## src/rtl/imem_boot_pkg.sv

```systemverilog
// rtl/imem_boot_pkg.sv - shared types and sizes for the imem boot loader
package imem_boot_pkg;

    localparam int BYTES_PER_WORD = 4;
    localparam int DEPTH_DEFAULT  = 16;
    // word_count must represent 0..DEPTH inclusive
    localparam int WC_W           = $clog2(DEPTH_DEFAULT + 1);

    typedef enum logic [2:0] {
        ST_IDLE,
        ST_HDR,
        ST_DATA,
        ST_WRITE,
        ST_DONE,
        ST_ERR
    } state_t;

endpackage

```

## src/rtl/byte_word_packer.sv

```systemverilog
// rtl/byte_word_packer.sv - places boot bytes little-endian into a 32-bit word
module byte_word_packer
    import imem_boot_pkg::*;
(
    input  logic        clk,
    input  logic        rst,
    input  logic        clear,
    input  logic        load,
    input  logic [7:0]  data,
    output logic [31:0] word_next,
    output logic        word_full
);

    logic [1:0]  idx;
    logic [31:0] word;

    // the word as it will look once the current byte lands in its lane
    always_comb begin
        word_next = word;
        case (idx)
            2'd0:    word_next[7:0]   = data;
            2'd1:    word_next[15:8]  = data;
            2'd2:    word_next[23:16] = data;
            default: word_next[31:24] = data;
        endcase
    end

    // high only on the cycle the last byte of a word is being accepted
    assign word_full = load && (idx == 2'(BYTES_PER_WORD - 1));

    // byte index and partial word; index wraps to 0 after the 4th byte
    always_ff @(posedge clk) begin
        if (!rst || clear) begin
            idx  <= 2'd0;
            word <= 32'd0;
        end else if (load) begin
            idx  <= idx + 2'd1;
            word <= word_next;
        end
    end

endmodule

```

## src/rtl/imem_boot_loader.sv

```systemverilog
// rtl/imem_boot_loader.sv - loads a length-prefixed byte image into imem, then releases the core
module imem_boot_loader
    import imem_boot_pkg::*;
#(
    parameter int          DEPTH     = DEPTH_DEFAULT,
    parameter logic [31:0] BASE_ADDR = 32'h0000_0000
)
(
    input  logic            clk,
    input  logic            rst,
    input  logic            boot_en,
    input  logic            byte_valid,
    input  logic [7:0]      byte_data,
    output logic            byte_ready,
    output logic            imem_we,
    output logic [31:0]     imem_addr,
    output logic [31:0]     imem_wdata,
    output logic            cpu_rst,
    output logic            load_done,
    output logic            load_err,
    output logic [WC_W-1:0] word_count
);

    state_t          state;
    state_t          state_next;
    logic            byte_fire;
    logic            hdr_ok;
    logic            pack_load;
    logic            pack_clear;
    logic            word_full;
    logic [31:0]     word_next;
    logic [WC_W-1:0] word_total;
    logic [WC_W-1:0] count_inc;
    logic            start_req;

    assign byte_fire  = byte_valid && byte_ready;
    // N outside 1..DEPTH is rejected, which also keeps the address in range
    assign hdr_ok     = (byte_data != 8'd0) && ({24'd0, byte_data} <= 32'(DEPTH));
    assign pack_load  = byte_fire && (state == ST_DATA);
    assign pack_clear = (state != ST_DATA) && (state != ST_WRITE);
    assign count_inc  = word_count + WC_W'(1);
    assign start_req  = boot_en &&
                        ((state == ST_IDLE) || (state == ST_DONE) || (state == ST_ERR));

    byte_word_packer u_packer (
        .clk       (clk),
        .rst       (rst),
        .clear     (pack_clear),
        .load      (pack_load),
        .data      (byte_data),
        .word_next (word_next),
        .word_full (word_full)
    );

    // state register
    always_ff @(posedge clk) begin
        if (!rst) begin
            state <= ST_IDLE;
        end else begin
            state <= state_next;
        end
    end

    // next-state: boot_en only matters when no load is in flight
    always_comb begin
        state_next = state;
        case (state)
            ST_IDLE:  if (boot_en) state_next = ST_HDR;
            ST_HDR:   if (byte_fire) state_next = hdr_ok ? ST_DATA : ST_ERR;
            ST_DATA:  if (word_full) state_next = ST_WRITE;
            ST_WRITE: state_next = (count_inc == word_total) ? ST_DONE : ST_DATA;
            ST_DONE:  if (boot_en) state_next = ST_HDR;
            ST_ERR:   if (boot_en) state_next = ST_HDR;
            default:  state_next = ST_IDLE;
        endcase
    end

    // Moore outputs; the core is released only in DONE
    always_comb begin
        byte_ready = (state == ST_HDR) || (state == ST_DATA);
        imem_we    = (state == ST_WRITE);
        cpu_rst    = (state == ST_DONE);
        load_done  = (state == ST_DONE);
        load_err   = (state == ST_ERR);
    end

    // image length, word counter and the held write address/data
    always_ff @(posedge clk) begin
        if (!rst) begin
            word_total <= '0;
            word_count <= '0;
            imem_addr  <= BASE_ADDR;
            imem_wdata <= 32'd0;
        end else begin
            if (start_req) begin
                word_count <= '0;
            end
            if ((state == ST_HDR) && byte_fire) begin
                word_total <= byte_data[WC_W-1:0];
            end
            if (word_full) begin
                imem_addr  <= BASE_ADDR + (32'(word_count) << 2);
                imem_wdata <= word_next;
            end
            if (state == ST_WRITE) begin
                word_count <= count_inc;
            end
        end
    end

endmodule
```

## config.mk

```make
export PLATFORM = sky130hd
export DESIGN_NAME = imem_boot_loader
export DESIGN_NICKNAME = d
export VERILOG_FILES = /design/src/rtl/imem_boot_pkg.sv /design/src/rtl/byte_word_packer.sv /design/src/rtl/imem_boot_loader.sv
export SDC_FILE = /design/constraint.sdc
export NUM_CORES = 1
export LEC_CHECK = 0
export ABC_AREA = 1
export CAP_MARGIN = 20
export CORE_ASPECT_RATIO = 0.75
export CORE_MARGIN = 2
export CORE_UTILIZATION = 45
export DETAILED_ROUTE_END_ITERATION = 12
export GPL_ROUTABILITY_DRIVEN = 0
export PLACE_DENSITY = 0.71
export SYNTH_ARGS = -nofsm -noshare
export SYNTH_HDL_FRONTEND = slang
export SYNTH_SLANG_ARGS = --single-unit
```

## constraint.sdc

```tcl
create_clock -name clk -period 3.9 [get_ports clk]
set_clock_uncertainty 0.05 [all_clocks]
set_input_delay 0.585 -clock clk [delete_from_list [all_inputs] [get_ports clk]]
set_output_delay 0.585 -clock clk [all_outputs]
set_load 0.005 [all_outputs]
```

==> results of run 1 <==
[kinds of logic after synthesis]
family | after synthesis | share of synthesized area
AND/OR/NAND/NOR | 189 | 0.225
AO/OA/AOI/OAI | 157 | 0.196
buffers and inverters | 121 | 0.160
flip-flops | 84 | 0.400
adder cells (fa/ha/maj) | 6 | 0.0179
other | 1 | 0.000892
[Yosys cell counts (all sizes together)]
cell type	count
a21oi	83
buf	52
clkbuf	8
conb	1
dfxtp	84
ha	6
inv	61
nand2	114
nand3	52
nand3b	2
nand4	4
nor2	16
nor3	1
o21ai	74
[worst max-delay path, stage by stage]
cell	delay, ns
clkdlybuf4s50_1	0.58
inv_2	0.37
nor2_4	0.68
o21ai_0	0.21
a21oi_1	0.16
[sequential cells by signal (all words and copies together), names as in the netlist]
register,flops
imem_addr,5
imem_wdata,32
state,3
u_packer.idx,2
u_packer.word,32
word_count,5
word_total,5
[layout by cell type, fill, tap and decap left out, types with 6 or more instances in the layout]
cell type / Yosys / final
a21oi_1: 73 / 73
a21oi_2: 10 / 10
clkbuf_16: 0 / 9
clkdlybuf4s50_1: 0 / 58
conb_1: 1 / 27
dfxtp_1: 84 / 84
ha_1: 6 / 6
inv_1: 56 / 56
nand2_1: 112 / 112
nand3_1: 31 / 31
nand3_2: 20 / 20
nor2_1: 11 / 11
o21ai_0: 58 / 58
o21ai_1: 16 / 16
[power by group]
group | leakage [nW] | switching (mW) | total (mW) | internal [mW]
Combinational | 0.842 | 0.0969 | 0.147 | 0.0503
Sequential | 0.677 | 0.0104 | 0.880 | 0.869
Clock | 0.138 | 0.334 | 0.817 | 0.483
[per-layer routing]
metal	wire length, um	vias to the layer above	track usage
li1	-	1851	-
met1	4530	1629	0.258
met2	4060	107	0.288
met3	595	7	0.0547
met4	50	0	0.0628
met5	0	-	0
[final timing paths]
check / from / to / slack [ns] / cells after the start
max: rst / u_packer.word[1] / 1.47 / 5
min reg2reg: u_packer.word[24] / u_packer.word[24] / 0.40 / 2
max reg2reg: state[2] / u_packer.word[1] / 2.00 / 6
min: u_packer.word[24] / u_packer.word[24] / 0.40 / 2
[final cells by class]
class	instances	area, um^2
fillers	873	4140
multi-input cells	379	1950
flip-flops and latches	84	1680
repair buffers	61	603
clock buffers	13	270
inverters	61	229
well taps	128	160
clock inverters	3	20.0
==> run metrics, run 1 <==
vias in the first global route=3185; final antenna-violating net count=0; Final setup viols=0; DP Area=between 4000 and 5000 um^2; Die X=between 100 and 150 um; Max FO, Critical Path=between 40 and 50; Max Cap Viol=0; fin crit share=0.623; die area=between 10000 and 15000 um^2; first-pass GRT wire length=15100 um; dpl cells=a little over 700; Setup TNS Final=0 ns; fin crit period=2.43 ns; vias=around 3600; DRC=0; Leakage=1.66 nW; gr ovfl total=0; worst hold path type=flip-flop to flip-flop; post-CTS setup buffers=0; FF+latch count, synth=84; Area Overhead vs Synth=16.8%; CTS Buf Count=9; cell area after synthesis=~4200 um^2; Avg Inst Size Synth=7.53 um^2; Pwr per Cell Area=376 nW/um^2; Vias/cell=between 4 and 5; Post-CTS Resized=0; worst vdd ir=233 uV; Cell variety after synth=29; GR Util All Layers=0.189; nature of the critical path endpoint=flip-flop; # rows=30; status=complete, no violations; Setup CP Type=input pin to flip-flop; htree depth=3; clock-pin slew on the worst setup and hold paths=roughly 0.06 ns; relative slew slack=0.361; wire length per cell=around 13 um; core area=9050 um^2; Yosys top cell by area=dfxtp_1; final-report hold violation count=0; Initial Util=0.465; Routed WL=9230 um; Initial DRC Count=approximately 250; Final Instance Area=4910 um^2; drt pass-1 iters=4; latest clock arrival within the worst-skew pair=roughly 0.33 ns; CP Launch Type=input pin; total clock sinks=84; sequential fraction of the synthesis area=0.400; Syn. warnings=0; fin nets=614; Die Height=87.7 um; Post-Place Worst Slack=1.19 ns; post-route setup slack=approximately 1.5 ns; WP data arrival=2.64 ns; post-synth top area share=0.400; non-filler cells, final=729; largest net degree at the start of global routing=69; Hold-fix buffers, CTS=0; largest cells by area after synthesis=dfxtp_1 40%, nand2_1 10%, a21oi_1 8.7%; Detail Placement HPWL=6140 um; instance count of the mapped netlist=558; share of cells above drive strength 1=0.101; Clock Path Buffers=2; final hold slack=slightly below 0.4 ns; Finished Core Util=0.543; CTS tree=yes; Root Driver=clkbuf_16; ant diodes=0; fmax=approximately 410 MHz; I/O Buffers=58; worst slew pin tran=0.958 ns; number of top-level pins=86; Final Power=1.84 mW; Final Max Tran Viols=0; initial antenna violation count=0; worst path required time=between 4 and 5 ns; unrepaired setup endpoints after global routing=no
Power figures use the tool's default switching activity.
==> run 2: changes to the inputs <==
==> constraint.sdc (replaced) <==
create_clock -name clk -period 2.43 [get_ports clk]
set_clock_uncertainty 0.05 [all_clocks]
set_input_delay 0.3645 -clock clk [delete_from_list [all_inputs] [get_ports clk]]
set_output_delay 0.3645 -clock clk [all_outputs]
set_load 0.005 [all_outputs]
==> run 2 against run 1 <==
  * Sequential share of layout area is 0.26 points lower
  * Largest cell class unchanged
  * Count of clock-buffer cells in the layout did not move
  * Cell count increased by 0.96%
  * Die area unchanged
  * Routed wire length increased by 1.4%
  * Utilization is 0.41 points higher
  * Sequential cell count did not move
  * Final area grew 0.76%
  * Total power increased by 53%
  * Setup slack got worse by 1.2 ns
  * Combinational power rose by 65%
==> run metrics, run 2 (synthesis results as in run 1) <==
status=complete, no violations; clock-pin slew on the worst setup and hold paths=0.05 ns (about the same); fin crit share=0.902; Final Power=2.82 mW (+53%); CTS Buf Count=9 (unchanged); wire length per cell=12.7 um (+0.48%); initial antenna violation count=0 (unchanged); fin nets=624 (+1.6%); first-pass GRT wire length=15600 um (+3.2%); share of cells above drive strength 1=0.107 (+0.00541); R2R setup slack=0.68 ns (-1.32 ns); most frequent cells in the layout=112 x nand2_1, 84 x dfxtp_1, 73 x a21oi_1; slowest cell on the critical path=clkdlybuf4s50_1; post-route setup slack=0.237 ns (-1.23 ns); Die Height=87.7 um (unchanged); Hold Path Origin=u_packer.word[23]; Die X=116 um (unchanged); worst vdd ir=380 uV (+63%); WP data arrival=1.78 ns (-0.86 ns); # rows=30 (unchanged); DRC=0 (unchanged); worst r2r dst=state[2]; Setup CP Type=flip-flop to output port; Routed WL=9370 um (+1.4%); Detail Placement HPWL=6440 um (+4.9%); most common cell after layout, fill and taps aside=nand2_1; latest clock arrival within the worst-skew pair=0.34 ns (about the same); Initial Util=0.465 (unchanged); gr ovfl total=0 (unchanged); dpl cells=723 (+1.4%); Clock Path Buffers=2 (unchanged); hold path endpoint=u_packer.word[23]; htree depth=3 (unchanged); register area=1680 um^2 (unchanged); CTS tree=yes; relative slew slack=0.648 (+0.287); critical path's largest stage delay=0.58 ns (-0.10 ns); Vias/cell=4.86 (-1.4%); Post-Place Worst Slack=0.300 ns (-0.891 ns); Largest delay share family, worst path=buffers and inverters; worst path required time=2.02 ns (-2.09 ns); Pwr per Cell Area=570 nW/um^2 (+52%); fmax=456 MHz; Largest regs=imem_wdata (32), u_packer.word (32); Root Driver=clkbuf_16; Initial DRC Count=239 (-4.8%); core area=9050 um^2 (unchanged); largest net degree at the start of global routing=69 (unchanged); GR Util All Layers=0.196 (+0.00775); unrepaired setup endpoints after global routing=no; post-CTS setup buffers=0 (unchanged); Final setup viols=0 (unchanged); I/O Buffers=58 (unchanged); hold depth=2 (unchanged); Post-CTS Resized=0 (unchanged); nature of the critical path endpoint=output port; Multi-input gate area=1950 um^2 (unchanged); worst path cell trace=nand2_2, nor2_2, clkdlybuf4s50_1; Final Max Tran Viols=0 (unchanged); number of top-level pins=86 (unchanged); worst hold path type=flip-flop to flip-flop; CP Launch Type=flip-flop; Setup TNS Final=0 ns (unchanged); fin crit period=between 2 and 2.5 ns; r2r startpoint=word_count[0]; Fill cells=855 (-2.1%); drt pass-1 iters=5 (+1); ant diodes=0 (unchanged); Area Overhead vs Synth=17.7%; total clock sinks=84 (unchanged); worst slew pin tran=0.529 ns (-0.429 ns); Register-to-Register Path Depth=10 (+4); Max FO, Critical Path=9 (-80%); Final Instance Area=4950 um^2 (+0.76%); final antenna-violating net count=0 (unchanged); Hold-fix buffers, CTS=0 (unchanged); DP Area=4710 um^2 (+1.9%); final-report hold violation count=0 (unchanged); vias=3578 (-0.45%); Leakage=1.69 nW (+1.9%); die area=10100 um^2 (unchanged); CP bufs+invs=1 (-1); Max Cap Viol=0 (unchanged); vias in the first global route=3268 (+2.6%); non-filler cells, final=736 (+0.96%)
-- run 2: routing by layer --
metal	wire length (um)	share of wire	track usage
met1	4470	0.48	0.270
met2	4140	0.44	0.291
met3	612	0.065	0.0526
met4	139	0.015	0.0866
met5	0	0	0
-- run 2: area by class of cell --
cell class / count / share of cell area
multi-input combinational: 379 / 0.393
sequential: 84 / 0.340
timing repair buffer: 71 / 0.140
clock buffer: 13 / 0.0485
inverter: 61 / 0.0463
tap: 128 / 0.0324
-- run 2: worst max path at each step --
stage | endpoint | depth (start not counted) | slack, ns | from
after floorplan | state[2] | 10 | 0.98 | word_count[1]
after global placement | state[0] | 10 | 0.33 | byte_valid
after detailed placement | state[0] | 10 | 0.30 | byte_valid
after CTS | imem_we | 3 | 0.24 | state[1]
after global routing | imem_we | 3 | 0.14 | state[1]
final | imem_we | 3 | 0.24 | state[1]
-- run 2: worst min-delay path, delay by kind of cell (launching register included) --
family	cells	cell delay, ns
AOI/OAI and AO/OA	1	0.05
DFF	1	0.29
buffers and inverters	1	0.05
-- run 2: metrics by stage --
step | hold slack [ns] | utilization
final | 0.397 | 0.547
after global routing | 0.415 | 0.547
after CTS | 0.399 | 0.547
after detailed placement | 0.391 | 0.520
after global placement | 0.382 | 0.520
after floorplan | 0.374 | -
-- run 2: power by group --
part	leakage [nW]	total, mW	internal [mW]	switching, mW
sequential	0.677	1.41	1.40	0.0173
combinational	0.897	0.242	0.0880	0.154
clock	0.116	1.17	0.676	0.491
total	1.69	2.82	2.16	0.663
==> run 3: changes to the inputs <==
--- a/config.mk
+++ b/config.mk
@@ -8,7 +8,6 @@
 export ABC_AREA = 1
 export CAP_MARGIN = 20
 export CORE_ASPECT_RATIO = 0.75
-export CORE_MARGIN = 2
 export CORE_UTILIZATION = 45
 export DETAILED_ROUTE_END_ITERATION = 12
 export GPL_ROUTABILITY_DRIVEN = 0
==> run 3 against run 2 <==
  * Sequential share of layout area fell by 0.54 points
  * Cell count rose by 1.1%
  * Sequential cell count did not move
  * Total power rose by 4.5%
  * Count of clock-buffer cells in the layout rose by 2
  * Fmax rose by 7.8%
  * Routed wire length rose by 1.6%
  * Final area rose by 1.6%
  * Combinational power rose by 3%
  * Critical path depth rose by 2
  * Largest cell class unchanged
==> run metrics, run 3 (synthesis results as in run 1) <==
unrepaired setup endpoints after global routing=no; post-route setup slack=0.395 ns (+0.158 ns); worst path required time=2.02 ns (about the same); first-pass GRT wire length=16000 um (+2.4%); most frequent cells in the layout=112 x nand2_1, 84 x dfxtp_1, 73 x a21oi_1; worst vdd ir=361 uV (-4.8%); CP bufs+invs=2 (+1); nature of the critical path endpoint=output port; total clock sinks=84 (unchanged); relative slew slack=0.648 (about the same); DRC=0 (unchanged); Pwr per Cell Area=586 nW/um^2 (+2.8%); Initial Util=0.465 (unchanged); fmax=491 MHz (+7.8%); fin crit period=2.04 ns (-0.158 ns); vias=3657 (+2.2%); initial antenna violation count=0 (unchanged); ant diodes=0 (unchanged); Final setup viols=0 (unchanged); # rows=30 (unchanged); worst hold path type=flip-flop to flip-flop; worst slew pin tran=0.528 ns (-0.000109 ns); Final Max Tran Viols=0 (unchanged); core area=9050 um^2 (unchanged); final antenna-violating net count=0 (unchanged); Area Overhead vs Synth=19.6%; Leakage=1.74 nW (+3.0%); slowest cell on the critical path=clkdlybuf4s50_1; Max Cap Viol=0 (unchanged); number of top-level pins=86 (unchanged); Largest delay share family, worst path=buffers and inverters; status=complete, no violations; Setup TNS Final=0 ns (unchanged); Max FO, Critical Path=4 (-5); Detail Placement HPWL=6600 um (+2.4%); Fill cells=868 (+1.5%); Post-Place Worst Slack=0.490 ns (+0.191 ns); critical path's largest stage delay=0.49 ns (-0.09 ns); Finished Core Util=0.556 (+0.00885); gr ovfl total=0 (unchanged); worst path cell trace=inv_2, nor2_2, nand2_2, nand2_1, clkdlybuf4s50_1; Initial DRC Count=224 (-6.3%); Vias/cell=4.92 (+1.1%); wire length per cell=12.8 um (+0.47%); largest net degree at the start of global routing=55 (-20%); fin crit share=0.838 (-0.0649); share of cells above drive strength 1=0.120 (+0.0132); Die X=114 um (-1.7%); Routed WL=9510 um (+1.6%); latest clock arrival within the worst-skew pair=0.34 ns (about the same); vias in the first global route=3371 (+3.2%); drt pass-1 iters=5 (unchanged); WP data arrival=1.62 ns (-0.16 ns); CTS Buf Count=9 (unchanged); die area=9740 um^2 (-4.0%); clock-pin slew on the worst setup and hold paths=0.06 ns (about the same); GR Util All Layers=0.209 (+0.0129); Clock Path Buffers=2 (unchanged); post-CTS setup buffers=0 (unchanged); CTS tree=yes; fin nets=629 (+0.80%); htree depth=3 (unchanged); final-report hold violation count=0 (unchanged); Setup CP Type=flip-flop to output port; Hold-fix buffers, CTS=0 (unchanged); most common cell after layout, fill and taps aside=nand2_1; I/O Buffers=58 (unchanged); Root Driver=clkbuf_16; Die Height=85.7 um (-2.3%); CP Launch Type=flip-flop; Largest regs=imem_wdata (32), u_packer.word (32); Post-CTS Resized=0 (unchanged)
[run 3: changes by cell type in the layout (fill, tap and decap cells not counted), sizes merged]
| cell | change |
|---|---|
| clkbuf | +2 |
| buf | +5 |
| clkinv | +1 |
[run 3: final cells by class]
class                      count  area (um^2)  share of cell area
tap                          128          160              0.0318
timing repair buffer          76          728               0.145
sequential                    84         1680               0.334
inverter                      61          229              0.0455
clock inverter                 1         5.00            0.000995
clock buffer                  15          278              0.0552
multi-input combinational    379         1950               0.387
[run 3: layer usage]
| metal | up-vias | track usage | share of wire |
|---|---|---|---|
| met3 | 7 | 0.0473 | 0.067 |
| met5 | - | 0 | 0 |
| met1 | 1662 | 0.283 | 0.48 |
| met2 | 119 | 0.333 | 0.44 |
| li1 | 1869 | - | - |
| met4 | 0 | 0.0658 | 0.0099 |
[run 3: metrics by stage]
step | instance area, um^2 | power, mW | instances | hold WS, ns
floorplan | 4300 | 1.63 | 584 | 0.374
global placement | 4750 | 1.68 | 728 | 0.383
detailed placement | 4750 | 1.69 | 728 | 0.389
CTS | 5030 | 2.98 | 744 | 0.398
global route | 5030 | 3.08 | 744 | 0.416
finish | 5030 | 2.95 | 744 | 0.396
[run 3: worst register-to-register path, cell delays in order, from the launching register on]
cell     delay (ns)
dfxtp_1        0.50
ha_1           0.34
nand2_1        0.09
nand2_1        0.07
nor2_1         0.12
nand3_1        0.07
nor2_1         0.10
nand3_1        0.08
nand2_1        0.06
nand2_1        0.06
a21oi_1        0.11
[run 3: path summary, 6_finish.rpt]
kind | from | cells past startpoint | slack [ns] | to
worst max-delay path | state[0] | 5 | 0.39 | byte_ready
worst max register to register | word_count[1] | 10 | 0.72 | state[2]
worst min register to register | u_packer.word[16] | 2 | 0.40 | u_packer.word[16]
worst min-delay path | u_packer.word[16] | 2 | 0.40 | u_packer.word[16]
[run 3: power by group]
group          switching, mW  total [mW]  internal (mW)
Sequential            0.0167        1.41           1.40
Combinational          0.159       0.249         0.0897
Clock                  0.512        1.29          0.775
